**src/rtl/sub_window_stats.sv**
```systemverilog
// Windowed statistics over the signed subtractor difference stream: per window of
// WIN_LEN valid samples, reports sum, min, max and negative-sample count.
module sub_window_stats #(
  parameter int DATA_W  = 5,
  parameter int WIN_LEN = 4,
  parameter int SUM_W   = 8
) (
  input  logic              clk,
  input  logic              rst_n,
  input  logic              validIn,
  input  logic [DATA_W-1:0] diffIn,
  input  logic              clearIn,
  output logic [SUM_W-1:0]  sumOut,
  output logic [DATA_W-1:0] minOut,
  output logic [DATA_W-1:0] maxOut,
  output logic [4:0]        negCountOut,
  output logic              doneOut,
  output logic              busyOut
);

  typedef enum logic [0:0] {
    IDLE  = 1'b0,
    ACCUM = 1'b1
  } state_t;

  state_t                    state_r;
  logic signed [SUM_W-1:0]   sum_r;
  logic signed [DATA_W-1:0]  min_r;
  logic signed [DATA_W-1:0]  max_r;
  logic [4:0]                neg_r;
  logic [4:0]                cnt_r;

  logic signed [DATA_W-1:0]  sample_s;
  logic signed [SUM_W-1:0]   sample_ext_s;
  logic                      is_neg_s;
  logic signed [SUM_W-1:0]   sum_nxt_s;
  logic signed [DATA_W-1:0]  min_nxt_s;
  logic signed [DATA_W-1:0]  max_nxt_s;
  logic [4:0]                neg_nxt_s;
  logic [4:0]                cnt_nxt_s;
  logic                      close_s;

  // Next working values assuming the current sample is accepted; IDLE seeds from the sample alone.
  always_comb begin
    sample_s     = diffIn;
    sample_ext_s = {{(SUM_W-DATA_W){diffIn[DATA_W-1]}}, diffIn};
    is_neg_s     = diffIn[DATA_W-1];
    sum_nxt_s    = sample_ext_s;
    min_nxt_s    = sample_s;
    max_nxt_s    = sample_s;
    neg_nxt_s    = {4'b0000, is_neg_s};
    cnt_nxt_s    = 5'd1;
    case (state_r)
      IDLE: begin
        sum_nxt_s = sample_ext_s;
        min_nxt_s = sample_s;
        max_nxt_s = sample_s;
        neg_nxt_s = {4'b0000, is_neg_s};
        cnt_nxt_s = 5'd1;
      end
      ACCUM: begin
        sum_nxt_s = sum_r + sample_ext_s;
        if (sample_s < min_r) begin
          min_nxt_s = sample_s;
        end else begin
          min_nxt_s = min_r;
        end
        if (sample_s > max_r) begin
          max_nxt_s = sample_s;
        end else begin
          max_nxt_s = max_r;
        end
        neg_nxt_s = neg_r + {4'b0000, is_neg_s};
        cnt_nxt_s = cnt_r + 5'd1;
      end
      default: begin
        sum_nxt_s = sample_ext_s;
        min_nxt_s = sample_s;
        max_nxt_s = sample_s;
        neg_nxt_s = {4'b0000, is_neg_s};
        cnt_nxt_s = 5'd1;
      end
    endcase
    close_s = validIn && (cnt_nxt_s == 5'(WIN_LEN));
  end

  // Window FSM, working accumulators and registered results; clear beats a same-cycle sample.
  always_ff @(posedge clk or negedge rst_n) begin
    if (!rst_n) begin
      state_r     <= IDLE;
      sum_r       <= '0;
      min_r       <= '0;
      max_r       <= '0;
      neg_r       <= 5'd0;
      cnt_r       <= 5'd0;
      sumOut      <= '0;
      minOut      <= '0;
      maxOut      <= '0;
      negCountOut <= 5'd0;
      doneOut     <= 1'b0;
    end else if (clearIn) begin
      state_r <= IDLE;
      sum_r   <= '0;
      min_r   <= '0;
      max_r   <= '0;
      neg_r   <= 5'd0;
      cnt_r   <= 5'd0;
      doneOut <= 1'b0;
    end else if (close_s) begin
      state_r     <= IDLE;
      sum_r       <= '0;
      min_r       <= '0;
      max_r       <= '0;
      neg_r       <= 5'd0;
      cnt_r       <= 5'd0;
      sumOut      <= sum_nxt_s;
      minOut      <= min_nxt_s;
      maxOut      <= max_nxt_s;
      negCountOut <= neg_nxt_s;
      doneOut     <= 1'b1;
    end else if (validIn) begin
      state_r <= ACCUM;
      sum_r   <= sum_nxt_s;
      min_r   <= min_nxt_s;
      max_r   <= max_nxt_s;
      neg_r   <= neg_nxt_s;
      cnt_r   <= cnt_nxt_s;
      doneOut <= 1'b0;
    end else begin
      doneOut <= 1'b0;
    end
  end

  assign busyOut = (state_r == ACCUM);

endmodule

```
**config.mk**
```make
export PLATFORM = sky130hd
export DESIGN_NAME = sub_window_stats
export DESIGN_NICKNAME = d
export VERILOG_FILES = /design/src/rtl/sub_window_stats.sv
export SDC_FILE = /design/constraint.sdc
export NUM_CORES = 1
export LEC_CHECK = 0
export ABC_CLOCK_PERIOD_IN_PS = 4600
export CORE_MARGIN = 2
export CORE_UTILIZATION = 60
export DETAILED_ROUTE_END_ITERATION = 8
export PLACE_DENSITY = 0.95
export SLEW_MARGIN = 20
export SYNTH_ARGS = -nofsm -noshare
export SYNTH_HDL_FRONTEND = slang
export SYNTH_SLANG_ARGS = --single-unit
```
**constraint.sdc**
```tcl
create_clock -name clk -period 4.6 [get_ports clk]
set_input_delay 0.46 -clock clk [delete_from_list [all_inputs] [get_ports clk]]
set_output_delay 0.46 -clock clk [all_outputs]
set_load 0.05 [all_outputs]
```
Word-level counts from Yosys, hierarchy flattened
Cells that the tools add are included.

$add $sub $neg: 3. Order comparisons: 2. Equality and inequality tests: 1. Mux-type cells: 27. Bitwise operators: 2. Reduce and logical (&&, ||, !) cells: 3.

Operators with widths (count): two-way mux 5 bit (14); one-hot mux 5 bit (2 select lines) (4); two-way mux 8 bit (3); one-hot mux 8 bit (2 select lines) (1); adder 8 x 5 -> 8 bit (1); adder 5 x 1 -> 5 bit (1); adder 5 x 1 -> 5 bit (second input constant) (1); == test 5 x 3 -> 1 bit (second input constant) (1); greater-than comparator 5 bit (1); < comparator 5 bit (1); two-way mux 1 bit (5); nonzero test 3 bit (1); inverter 1 bit (2); AND reduction 2 bit (1); logical AND 1 bit (1).

Register bits after elaboration: 53. Output and inout bits: 25.

Logic depth before layout (Yosys ltp)
Gate-level depths: netlist (run 1).

Word-level depth: 6. Mapped depth: 8. Depth with buffers taken out: 7.

Least setup slack after synthesis (run 1)
Ideal clock, no wire load.

Kind: in2reg. Start point: in diffIn[0]. End point: reg sumOut[6]. Library setup time: 125 ps. Arrival time: 1920 ps. Required time: 4475 ps. Path slack: 2555 ps. Stages: 7. Cells stage by stage: ha_1 > fa_1 > a21o_1 > a21oi_1 > o21ai_0 > o311a_1 > mux2_2.

Word-level cells in the longest chain between the ends: 2.

Ends and longest elaborated chain: start, declared (RTL line 11) `input logic [DATA_W-1:0] diffIn,`; adder 8 x 5 -> 8 bit (RTL line 62) `sum_nxt_s = sum_r + sample_ext_s;`; one-hot mux 8 bit (2 select lines) (RTL line 53) `case (state_r)`; end signal, assigned (RTL line 116) `sumOut <= sum_nxt_s;`; end, declared (RTL line 13) `output logic [SUM_W-1:0] sumOut,`.

No other way between the ends. A chain may end at the register's enable or synchronous reset.

Worst setup path in the final report (run 1)
Start point: in diffIn[4]. End point: reg max_r[0].

Word-level cells in the longest chain between the ends: 6.

Ends and longest elaborated chain: greater-than comparator 5 bit (RTL line 68) `if (sample_s > max_r) begin`; two-way mux 5 bit (RTL line 68); one-hot mux 5 bit (2 select lines) (RTL line 53); two-way mux 5 bit (RTL line 121) `end else if (validIn) begin`; two-way mux 5 bit (RTL line 109) `end else if (close_s) begin`; two-way mux 5 bit (RTL line 101) `end else if (clearIn) begin`; end signal, assigned (RTL line 125) `max_r <= max_nxt_s;`; end, declared (RTL line 29) `logic signed [DATA_W-1:0] max_r;`.

No other way between the ends. The select of a mux whose other input is x is not followed.

==> results of run 1 <==
-- path summary, 6_finish.rpt --
kind,cells past startpoint,slack [ns],end,start
setup / recovery,7,1.78,max_r[0]$_DFFE_PN0P_,diffIn[4]
max in group asynchronous,2,3.89,sumOut[6]$_DFFE_PN0P_,rst_n
hold reg to reg,2,0.51,sum_r[5]$_DFFE_PN0P_,sum_r[5]$_DFFE_PN0P_
setup reg to reg,7,2.07,minOut[3]$_DFFE_PN0P_,cnt_r[0]$_DFFE_PN0P_
hold / removal,2,0.25,minOut[0]$_DFFE_PN0P_,rst_n
min in group clk,2,0.51,sum_r[5]$_DFFE_PN0P_,sum_r[5]$_DFFE_PN0P_
-- sequential cells by signal (all words and copies together), names as in the netlist --
| register | count |
|---|---|
| cnt_r | 5 |
| maxOut | 5 |
| busyOut | 1 |
| negCountOut | 5 |
| neg_r | 5 |
| doneOut | 1 |
| sum_r | 8 |
| sumOut | 8 |
| min_r | 5 |
| minOut | 5 |
| max_r | 5 |
-- power by group --
| group | total (W) | switching [W] | internal, W |
|---|---|---|---|
| logic | 0.000176 | 0.000107 | 0.0000686 |
| clock network | 0.000255 | 0.000149 | 0.000106 |
| registers | 0.000493 | 0.0000119 | 0.000482 |
-- metrics by stage --
step | utilization [%] | total power, W | cell area [um2] | setup WS (ns)
2_1_floorplan | - | 0.000623 | 2980 | 2.55
3_3_place_gp | 70.2 | 0.000668 | 3340 | 1.53
3_5_place_dp | 70.2 | 0.000677 | 3340 | 1.47
4_1_cts | 72.0 | 0.000929 | 3420 | 1.80
5_1_grt | 72.0 | 0.000970 | 3420 | 1.60
6_report | 72.0 | 0.000924 | 3420 | 1.78
-- layer usage --
metal / GRT usage [%] / part of all wire [%] / routed length (um) / vias up
met2: 42.6 / 49 / 3030 / 53
met1: 31.4 / 45 / 2780 / 1145
met3: 4.20 / 4.0 / 249 / 10
met4: 6.94 / 1.4 / 87 / 0
li1: - / - / - / 1124
met5: 0 / 0 / 0 / -
-- area by class of cell --
class	count	share of cell area, %
Clock inverter	2	0.293
Tap cell	67	2.45
Timing Repair Buffer	37	10.4
Multi-Input combinational cell	212	44.5
Clock buffer	6	2.12
Inverter	14	1.54
Sequential cell	53	38.8
-- cell families (layout without fill, tap and decap cells) --
| kind of cell | Yosys count | in the layout | share of synthesized area, % |
|---|---|---|---|
| AO/OA/AOI/OAI | 89 | 89 | 20.9 |
| AND/OR/NAND/NOR | 80 | 80 | 13.6 |
| flip-flops | 53 | 53 | 44.6 |
| buffers and inverters | 29 | 59 | 4.29 |
| adder cells (fa/ha/maj) | 20 | 20 | 8.66 |
| multiplexers | 15 | 15 | 5.63 |
| XOR/XNOR | 8 | 8 | 2.36 |
-- critical path, stage by stage --
cell and delay [ns]:
clkdlybuf4s50_1 0.69, ha_1 0.46, or3b_1 0.34, a221oi_1 0.27
o21a_1 0.36, nor2_1 0.14, a22o_2 0.29
-- placed cells by master (no fill, tap or decap), types with 9 or more instances in the layout --
master | netlist | layout
nand2_1 | 14 | 14
a21oi_1 | 22 | 22
dfrtp_1 | 53 | 53
nand3_1 | 13 | 13
nand2b_1 | 9 | 9
nor2_1 | 27 | 27
clkdlybuf4s50_1 | 0 | 32
o21ai_0 | 19 | 19
inv_1 | 14 | 14
ha_1 | 19 | 19
mux2i_1 | 10 | 10
==> results.txt, run 1 <==
Mapped Cells -> 294
Placeable Area -> 4750 um2
IO Pins -> 34
Final hold violations -> 0
Area added between synthesis and finish -> 15.0%
Synth area leaders -> dfrtp_1 45%, ha_1 8.0%, a21oi_1 3.7%
Final-layout fill cell count -> 358
Area of the multi-input gates -> 1520 um2
# Post-CTS Setup Buffers -> 0
Top_reg_cell synth -> dfrtp_1
Hold_buf cts -> 0
Die Wd -> 74.4 um
Root Buffer -> clkbuf_8
Inserted Clock Buffers -> 5
Post-CTS Resized -> 0
Vias/cell -> 5.96
Num Clock Sinks -> 53
EDFF count, synth -> 0
First-pass GRT wire length -> 10.5 mm
Die Y-Extent -> 74.4 um
Synth Warn # -> 0
Initial Utilization -> 62.6%
Fin crit share -> 61.2%
Slew headroom -> 55.5%
Final nets -> 352
H-tree Lvls -> 2
Min Hold Slack -> 0.252 ns
# port buffers -> 33
DR pass1 iterations -> 4
Placer Congestion -> 0.903
Seq/Total Area, Yosys -> 44.6%
Skew-Pair Late Insertion Delay -> 0.31 ns
CTS tree -> built
Synth top cells by count -> 53 x dfrtp_1, 27 x nor2_1, 22 x a21oi_1
CTS Buffer Depth -> 2
FF/Latch Area -> 1330 um2
LEAKAGE -> 1.55 nW
Share of the synthesized area in the top cell type -> 44.6%
Worst clock skew -> 0.00681 ns
Layout cells sized above 1 -> 7.41%
Pwr Density -> 270 nW/um2
VDD IR max -> 0.175 mV
# DRC -> 0
Kind of critical path -> in2reg
Status -> complete, no violations
WL final -> 6.16 mm
Final setup viols -> 0
Count leader, synth -> dfrtp_1
Mapped Area -> 2980 um2
Largest area contributor in the netlist -> dfrtp_1
Vias in the first global route -> 2320
HP Class -> in2async
HPWL Detailed -> 4.26 mm
Slew @ Worst Pin -> 0.667 ns
Initial DRC count -> 199
CP Max Fanout -> 16
Max-cap violations -> 0
Rows -> 25
Critical path endpoint category -> flip-flop
Final min period -> 2.82 ns
Die area -> 5540 um2
Syn nets -> 323
ANT nets after route -> 0
TNS Setup -> 0 ns
Via Count -> 2332
Largest net degree at the start of global routing -> 54
CP Data Required Time -> 4.80 ns
Grt ovf -> 0
Crit start category -> input port
Placed instance count -> 383
Async SR Flop Fraction -> 100%
Ant diodes -> 0
Antenna violations before repair -> 0
Achievable frequency -> 355 MHz
Final non-filler cell total -> 391
Syn avg cell area -> 10.1 um2
Clock-pin slew on the worst setup and hold paths -> 0.09 ns
RSZ-0062 raised after global routing -> false
Count of pins over their slew limit -> 0
Synth cell types -> 52
CP Data Arrival Time -> 3.01 ns
Synthesis-stage register bit count -> 53
WL per Instance -> 15.7 um
Global Route Usage Sum -> 24.4%
Power figures use the tool's default switching activity.
==> run 2, diff against run 1 <==
--- a/config.mk
+++ b/config.mk
@@ -5,11 +5,11 @@
 export SDC_FILE = /design/constraint.sdc
 export NUM_CORES = 1
 export LEC_CHECK = 0
-export ABC_CLOCK_PERIOD_IN_PS = 4600
+export ABC_CLOCK_PERIOD_IN_PS = 2900
 export CORE_MARGIN = 2
-export CORE_UTILIZATION = 60
+export CORE_UTILIZATION = 56
 export DETAILED_ROUTE_END_ITERATION = 8
-export PLACE_DENSITY = 0.95
+export PLACE_DENSITY = 0.92
 export SLEW_MARGIN = 20
 export SYNTH_ARGS = -nofsm -noshare
 export SYNTH_HDL_FRONTEND = slang
==> constraint.sdc (replaced) <==
create_clock -name clk -period 2.9 [get_ports clk]
set_input_delay 0.29 -clock clk [delete_from_list [all_inputs] [get_ports clk]]
set_output_delay 0.29 -clock clk [all_outputs]
set_load 0.05 [all_outputs]
==> results.txt, run 2 (same netlist as run 1, synthesis figures left out) <==
RSZ-0062 raised after global routing -> false
Antenna violations before repair -> 0 (unchanged)
Worst path cell trace -> clkdlybuf4s50_1 -> ha_1 -> and4_1 -> a221oi_1 -> o21a_1 -> nor2_1 -> a22o_2
ANT nets after route -> 0 (unchanged)
# Post-CTS Setup Buffers -> 0 (unchanged)
Achievable frequency -> 406 MHz
CP endpoint -> max_r[0]$_DFFE_PN0P_
Crit start category -> input port
CTS Buffer Depth -> 2 (unchanged)
CTS tree -> built
Min Hold Slack -> -0.0101 ns (-0.262 ns)
Final core occ -> 69.0% (-3.0 points)
Max-cap violations -> 0 (unchanged)
Placed instance area -> 3420 um2 (+2.5%)
Die Y-Extent -> 76.9 um (+3.3%)
Inserted Clock Buffers -> 5 (unchanged)
Skew-Pair Late Insertion Delay -> 0.31 ns (about the same)
VDD IR max -> 0.334 mV (+90%)
Largest net degree at the start of global routing -> 30 (-44%)
Slew headroom -> 42.8% (-13 points)
Crit. Startpoint -> diffIn[2]
CP Max Fanout -> 8 (-8)
Area added between synthesis and finish -> 18.5%
Ant diodes -> 0 (unchanged)
R2r endpoint -> sumOut[3]$_DFFE_PN0P_
Final hold violations -> 26 (+26)
Crit path largest cell delay -> 0.68 ns (about the same)
DR pass1 iterations -> 4 (unchanged)
Fin crit share -> 85.0%
Largest regs -> sumOut (8), sum_r (8)
Pwr Density -> 436 nW/um2 (+61%)
CP delay by family, top -> compound AO/OA/AOI/OAI gates
Grt ovf -> 0 (unchanged)
Critical path endpoint category -> flip-flop
WL final -> 6.90 mm (+12%)
HP Class -> in2async
R2r startpoint -> cnt_r[0]$_DFFE_PN0P_
Vias in the first global route -> 2478 (+6.8%)
Vias/cell -> 6.02 (+0.93%)
Final nets -> 361 (+2.6%)
# port buffers -> 33 (unchanged)
Most frequent cells in the layout -> 53 x dfrtp_1, 32 x clkdlybuf4s50_1, 27 x nor2_1
Slew @ Worst Pin -> 0.854 ns (+0.187 ns)
Slowest-stage cell, CP -> clkdlybuf4s50_1
First-pass GRT wire length -> 12.0 mm (+14%)
Root Buffer -> clkbuf_8
CP Data Arrival Time -> 2.67 ns (-0.34 ns)
Hold_buf cts -> 0 (unchanged)
Final min period -> 2.46 ns
Worst clock skew -> 0.00652 ns (-0.000298 ns)
Count of pins over their slew limit -> 0 (unchanged)
Status -> finished with violations
Placeable Area -> 5110 um2 (+7.4%)
Initial Utilization -> 58.3% (-4.3 points)
Reg2Reg Depth -> 7 (unchanged)
Num Clock Sinks -> 53 (unchanged)
Via Count -> 2426 (+4.0%)
Clock-pin slew on the worst setup and hold paths -> 0.09 ns (about the same)
Rows -> 26 (+4.0%)
Die area -> 5910 um2 (+6.7%)
IO Pins -> 34 (unchanged)
WP buf/inv -> 1 (unchanged)
LEAKAGE -> 1.60 nW (+3.6%)
Layout cells sized above 1 -> 10.2% (+2.8 points)
Global Route Usage Sum -> 25.0% (+0.62 points)
Final setup viols -> 0 (unchanged)
HPWL Detailed -> 4.82 mm (+13%)
CP Data Required Time -> 3.10 ns (-1.70 ns)
Reg-to-reg setup timing slack -> 0.44 ns (-1.63 ns)
Placer Congestion -> 0.811 (-10%)
Initial DRC count -> 203 (+2.0%)
Critical Path Stages -> 7 (unchanged)
Post-CTS Resized -> 0 (unchanged)
Die Wd -> 76.9 um (+3.3%)
Failing checks -> hold timing
Most common cell after layout, fill and taps aside -> dfrtp_1
H-tree Lvls -> 2 (unchanged)
# DRC -> 0 (unchanged)
WL per Instance -> 17.1 um (+8.7%)
TNS Setup -> 0 ns (unchanged)
Kind of critical path -> in2reg
Final instance area -> 3520 um2 (+3.0%)
run 2: changes by cell type in the layout (fill, tap and decap cells not counted), sizes merged:
| cell | delta |
|---|---|
| clkbuf | +1 |
| clkinv | -1 |
| buf | +9 |
run 2: layer usage:
| layer | global-route usage, % | wire (um) | vias up |
|---|---|---|---|
| li1 | - | - | 1148 |
| met1 | 32.0 | 3040 | 1198 |
| met2 | 44.3 | 3470 | 65 |
| met3 | 3.88 | 241 | 15 |
| met4 | 6.73 | 141 | 0 |
| met5 | 0 | 0 | - |
run 2: worst min-delay path by stage:
stage                                  endpoint  start  depth (start not counted)
after floorplan             busyOut$_DFFE_PN0P_  rst_n                          0
after global placement    sumOut[2]$_DFFE_PN0P_  rst_n                          1
after detailed placement  sumOut[2]$_DFFE_PN0P_  rst_n                          1
after CTS                  cnt_r[3]$_DFFE_PN0P_  rst_n                          1
after global routing      minOut[3]$_DFFE_PN0P_  rst_n                          1
final                     sumOut[2]$_DFFE_PN0P_  rst_n                          1
run 2: power breakdown:
part / total, W / internal (W) / switching (W)
Clock: 0.000456 / 0.000216 / 0.000239
Combinational: 0.000295 / 0.000116 / 0.000180
Sequential: 0.000785 / 0.000764 / 0.0000210
run 2: per-stage QoR:
| step | setup WS, ns | power, W | hold slack, ns | instances |
|---|---|---|---|---|
| 6_report | 0.436 | 0.00154 | -0.0101 | 403 |
| 5_1_grt | 0.287 | 0.00160 | 0.0270 | 403 |
| 4_1_cts | 0.449 | 0.00154 | 0.00974 | 403 |
| 3_5_place_dp | 0.174 | 0.00109 | 0.339 | 395 |
| 3_3_place_gp | 0.288 | 0.00107 | 0.340 | 395 |
| 2_1_floorplan | 0.875 | 0.000988 | -0.00559 | 294 |
run 2: final cells by class:
class,instances,area [um2]
fillers,392,1580
multi-input cells,212,1520
flip-flops and latches,53,1330
repair buffers,46,435
clock buffers,7,96.3
well taps,70,87.6
inverters,14,52.6
clock inverters,1,5.00
run 2: worst register-to-register path: stages, from the launching register on:
cell      delay [ns]
dfrtp_1         0.44
ha_1            0.34
nor4bb_1        0.33
nand3_1         0.30
nor3_4          0.53
buf_12          0.25
nor2_1          0.06
a21oi_1         0.13
==> run 3, diff against run 2 <==
--- a/config.mk
+++ b/config.mk
@@ -5,11 +5,11 @@
 export SDC_FILE = /design/constraint.sdc
 export NUM_CORES = 1
 export LEC_CHECK = 0
-export ABC_CLOCK_PERIOD_IN_PS = 2900
+export ABC_CLOCK_PERIOD_IN_PS = 2200
 export CORE_MARGIN = 2
-export CORE_UTILIZATION = 56
+export CORE_UTILIZATION = 51
 export DETAILED_ROUTE_END_ITERATION = 8
-export PLACE_DENSITY = 0.92
+export PLACE_DENSITY = 0.88
 export SLEW_MARGIN = 20
 export SYNTH_ARGS = -nofsm -noshare
 export SYNTH_HDL_FRONTEND = slang
==> constraint.sdc (replaced) <==
create_clock -name clk -period 2.2 [get_ports clk]
set_input_delay 0.22 -clock clk [delete_from_list [all_inputs] [get_ports clk]]
set_output_delay 0.22 -clock clk [all_outputs]
set_load 0.05 [all_outputs]
==> results.txt, run 3 (same netlist as run 1, synthesis figures left out) <==
Slowest-stage cell, CP -> dfrtp_1
CTS Buffer Depth -> 2 (unchanged)
H-tree Lvls -> 2 (unchanged)
Placer Congestion -> 0.839 (+3.4%)
Critical path endpoint category -> flip-flop
Final min period -> 2.13 ns
P_sw -> 0.000628 W (+43%)
WL final -> 7.50 mm (+8.8%)
First-pass GRT wire length -> 12.1 mm (+0.75%)
Most frequent cells in the layout -> 53 x dfrtp_1, 49 x buf_4, 31 x clkdlybuf4s50_1
ANT nets after route -> 0 (unchanged)
Combinational share of power -> 21.8% (+2.6 points)
Die Wd -> 80.4 um (+4.5%)
DR pass1 iterations -> 4 (unchanged)
WL per Instance -> 16.8 um (-1.9%)
FF/Latch Area -> 1330 um2 (unchanged)
Vias in the first global route -> 2584 (+4.3%)
Max-cap violations -> 0 (unchanged)
LEAKAGE -> 1.83 nW (+14%)
Final worst setup slack -> 0.0658 ns (-0.370 ns)
Worst clock skew -> 0.00468 ns (-0.00183 ns)
TNS Setup -> 0 ns (unchanged)
Largest regs -> sumOut (8), sum_r (8)
Num Clock Sinks -> 53 (unchanged)
Rows -> 27 (+3.8%)
Clock-pin slew on the worst setup and hold paths -> 0.10 ns (about the same)
Final instance area -> 3970 um2 (+13%)
Status -> complete, no violations
# port buffers -> 33 (unchanged)
Area added between synthesis and finish -> 33.4%
Initial DRC count -> 223 (+9.9%)
Via Count -> 2604 (+7.3%)
Min Hold Slack -> 0.345 ns (+0.356 ns)
VDD IR max -> 0.419 mV (+26%)
Slew headroom -> 34.9% (-7.9 points)
Die area -> 6460 um2 (+9.3%)
HP Class -> in2async
IO Pins -> 34 (unchanged)
Root Buffer -> clkbuf_8
Vias/cell -> 5.83 (-3.2%)
Pwr Density -> 553 nW/um2 (+27%)
Grt ovf -> 0 (unchanged)
Final-layout fill cell count -> 382 (-2.6%)
Kind of critical path -> reg2reg
P_int -> 0.00157 W (+43%)
Most common cell type on the critical path -> buf_4
Placeable Area -> 5570 um2 (+9.1%)
Initial Utilization -> 53.4% (-4.9 points)
Count of pins over their slew limit -> 0 (unchanged)
Sequential share of power -> 47.1% (-4.0 points)
CP Data Required Time -> 2.44 ns (-0.66 ns)
Final core occ -> 71.2% (+2.2 points)
Skew-Pair Late Insertion Delay -> 0.31 ns (about the same)
Achievable frequency -> 469 MHz
Global Route Usage Sum -> 24.0% (-1.1 points)
Slew @ Worst Pin -> 0.973 ns (+0.119 ns)
Worst path cell trace -> ha_4 -> nor4bb_4 -> nand3_2 -> nor3_4 -> buf_12 -> buf_4 -> buf_4 -> nor2_1 -> a21oi_1
Placed instance area -> 3670 um2 (+7.2%)
Sw frac -> 28.6% (-0.038 points)
Crit path largest cell delay -> 0.42 ns (-0.26 ns)
CTS tree -> built
Layout cells sized above 1 -> 22.1% (+12 points)
# DRC -> 0 (unchanged)
Final nets -> 403 (+12%)
Die Y-Extent -> 80.4 um (+4.5%)
Inserted Clock Buffers -> 5 (unchanged)
Crit start category -> flip-flop
Ant diodes -> 0 (unchanged)
Place WS -> -0.233 ns (-0.407 ns)
Largest net degree at the start of global routing -> 26 (-13%)
Final setup viols -> 0 (unchanged)
Clock power frac -> 31.1% (+1.4 points)
Most common cell after layout, fill and taps aside -> dfrtp_1
CP Data Arrival Time -> 2.37 ns (-0.30 ns)
Final hold violations -> 0 (-100%)
HPWL Detailed -> 5.15 mm (+6.8%)
CP Max Fanout -> 6 (-2)
Area of the multi-input gates -> 1600 um2 (+4.9%)
Fin crit share -> 97.0%
Antenna violations before repair -> 0 (unchanged)
==> run 3: changes by cell type in the layout (fill, tap and decap cells not counted), moves of 2 or more <==
cell	change
ha_4	+2
clkbuf_8	-2
ha_1	-2
buf_12	+2
buf_6	+2
buf_4	+37
==> run 3: timing repair <==
item,in CTS,in global routing
endpoints found under the setup margin,10,31
pin swaps,0,5
gates resized for setup,1,16
endpoints found under the hold margin,15,0
buffers inserted,1,9
hold buffers,1,0
gates cloned,0,0
==> run 3: final cells by class <==
class                           instances  share of cell area [%]
Tap cell                               72                    2.27
Timing Repair Buffer                   88                    19.9
Sequential cell                        53                    33.4
Inverter                               14                    1.32
Multi-Input combinational cell        212                    40.2
Clock inverter                          3                    1.17
Clock buffer                            5                    1.73
==> run 3: critical path: cells and delay by family, from the launching register on <==
family                     cells  cell delay (ns)
and+or+nand+nor                4             0.81
buffers and inverters          3             0.43
DFF                            1             0.42
adders and majority gates      1             0.26
AOI/OAI and AO/OA              1             0.13
==> run 3: power by group through the flow <==
stage | Clock [W] | Sequential (W) | Combinational, W
floorplan | 0 | 0.00107 | 0.000234
global placement | 0 | 0.00105 | 0.000422
detailed placement | 0 | 0.00105 | 0.000440
CTS | 0.000688 | 0.00103 | 0.000455
global route | 0.000720 | 0.00104 | 0.000526
finish | 0.000683 | 0.00103 | 0.000479
==> run 3: layer usage <==
| metal | global-route usage [%] | vias to the layer above | part of all wire, % |
|---|---|---|---|
| met5 | 0 | - | 0 |
| met4 | 6.10 | 0 | 1.2 |
| met3 | 2.58 | 9 | 4.9 |
| met2 | 42.0 | 85 | 50 |
| met1 | 31.8 | 1276 | 44 |
| li1 | - | 1234 | - |
==> run 3: final timing paths <==
| kind | start | end | slack [ns] | cells after the start |
|---|---|---|---|---|
| min in group clk | neg_r[0]$_DFFE_PN0P_ | neg_r[0]$_DFFE_PN0P_ | 0.50 | 2 |
| min | rst_n | sumOut[5]$_DFFE_PN0P_ | 0.35 | 2 |
| min reg2reg | neg_r[0]$_DFFE_PN0P_ | neg_r[0]$_DFFE_PN0P_ | 0.50 | 2 |
| max reg2reg | cnt_r[0]$_DFFE_PN0P_ | sumOut[4]$_DFFE_PN0P_ | 0.07 | 9 |
| max | cnt_r[0]$_DFFE_PN0P_ | sumOut[4]$_DFFE_PN0P_ | 0.07 | 9 |
| max in group asynchronous | rst_n | cnt_r[3]$_DFFE_PN0P_ | 1.26 | 3 |
==> run 3: per-stage QoR <==
| step | power (W) | std cells |
|---|---|---|
| final | 0.00220 | 447 |
| after global routing | 0.00228 | 447 |
| after CTS | 0.00218 | 438 |
| after detailed placement | 0.00149 | 428 |
| after global placement | 0.00147 | 428 |
| after floorplan | 0.00130 | 294 |
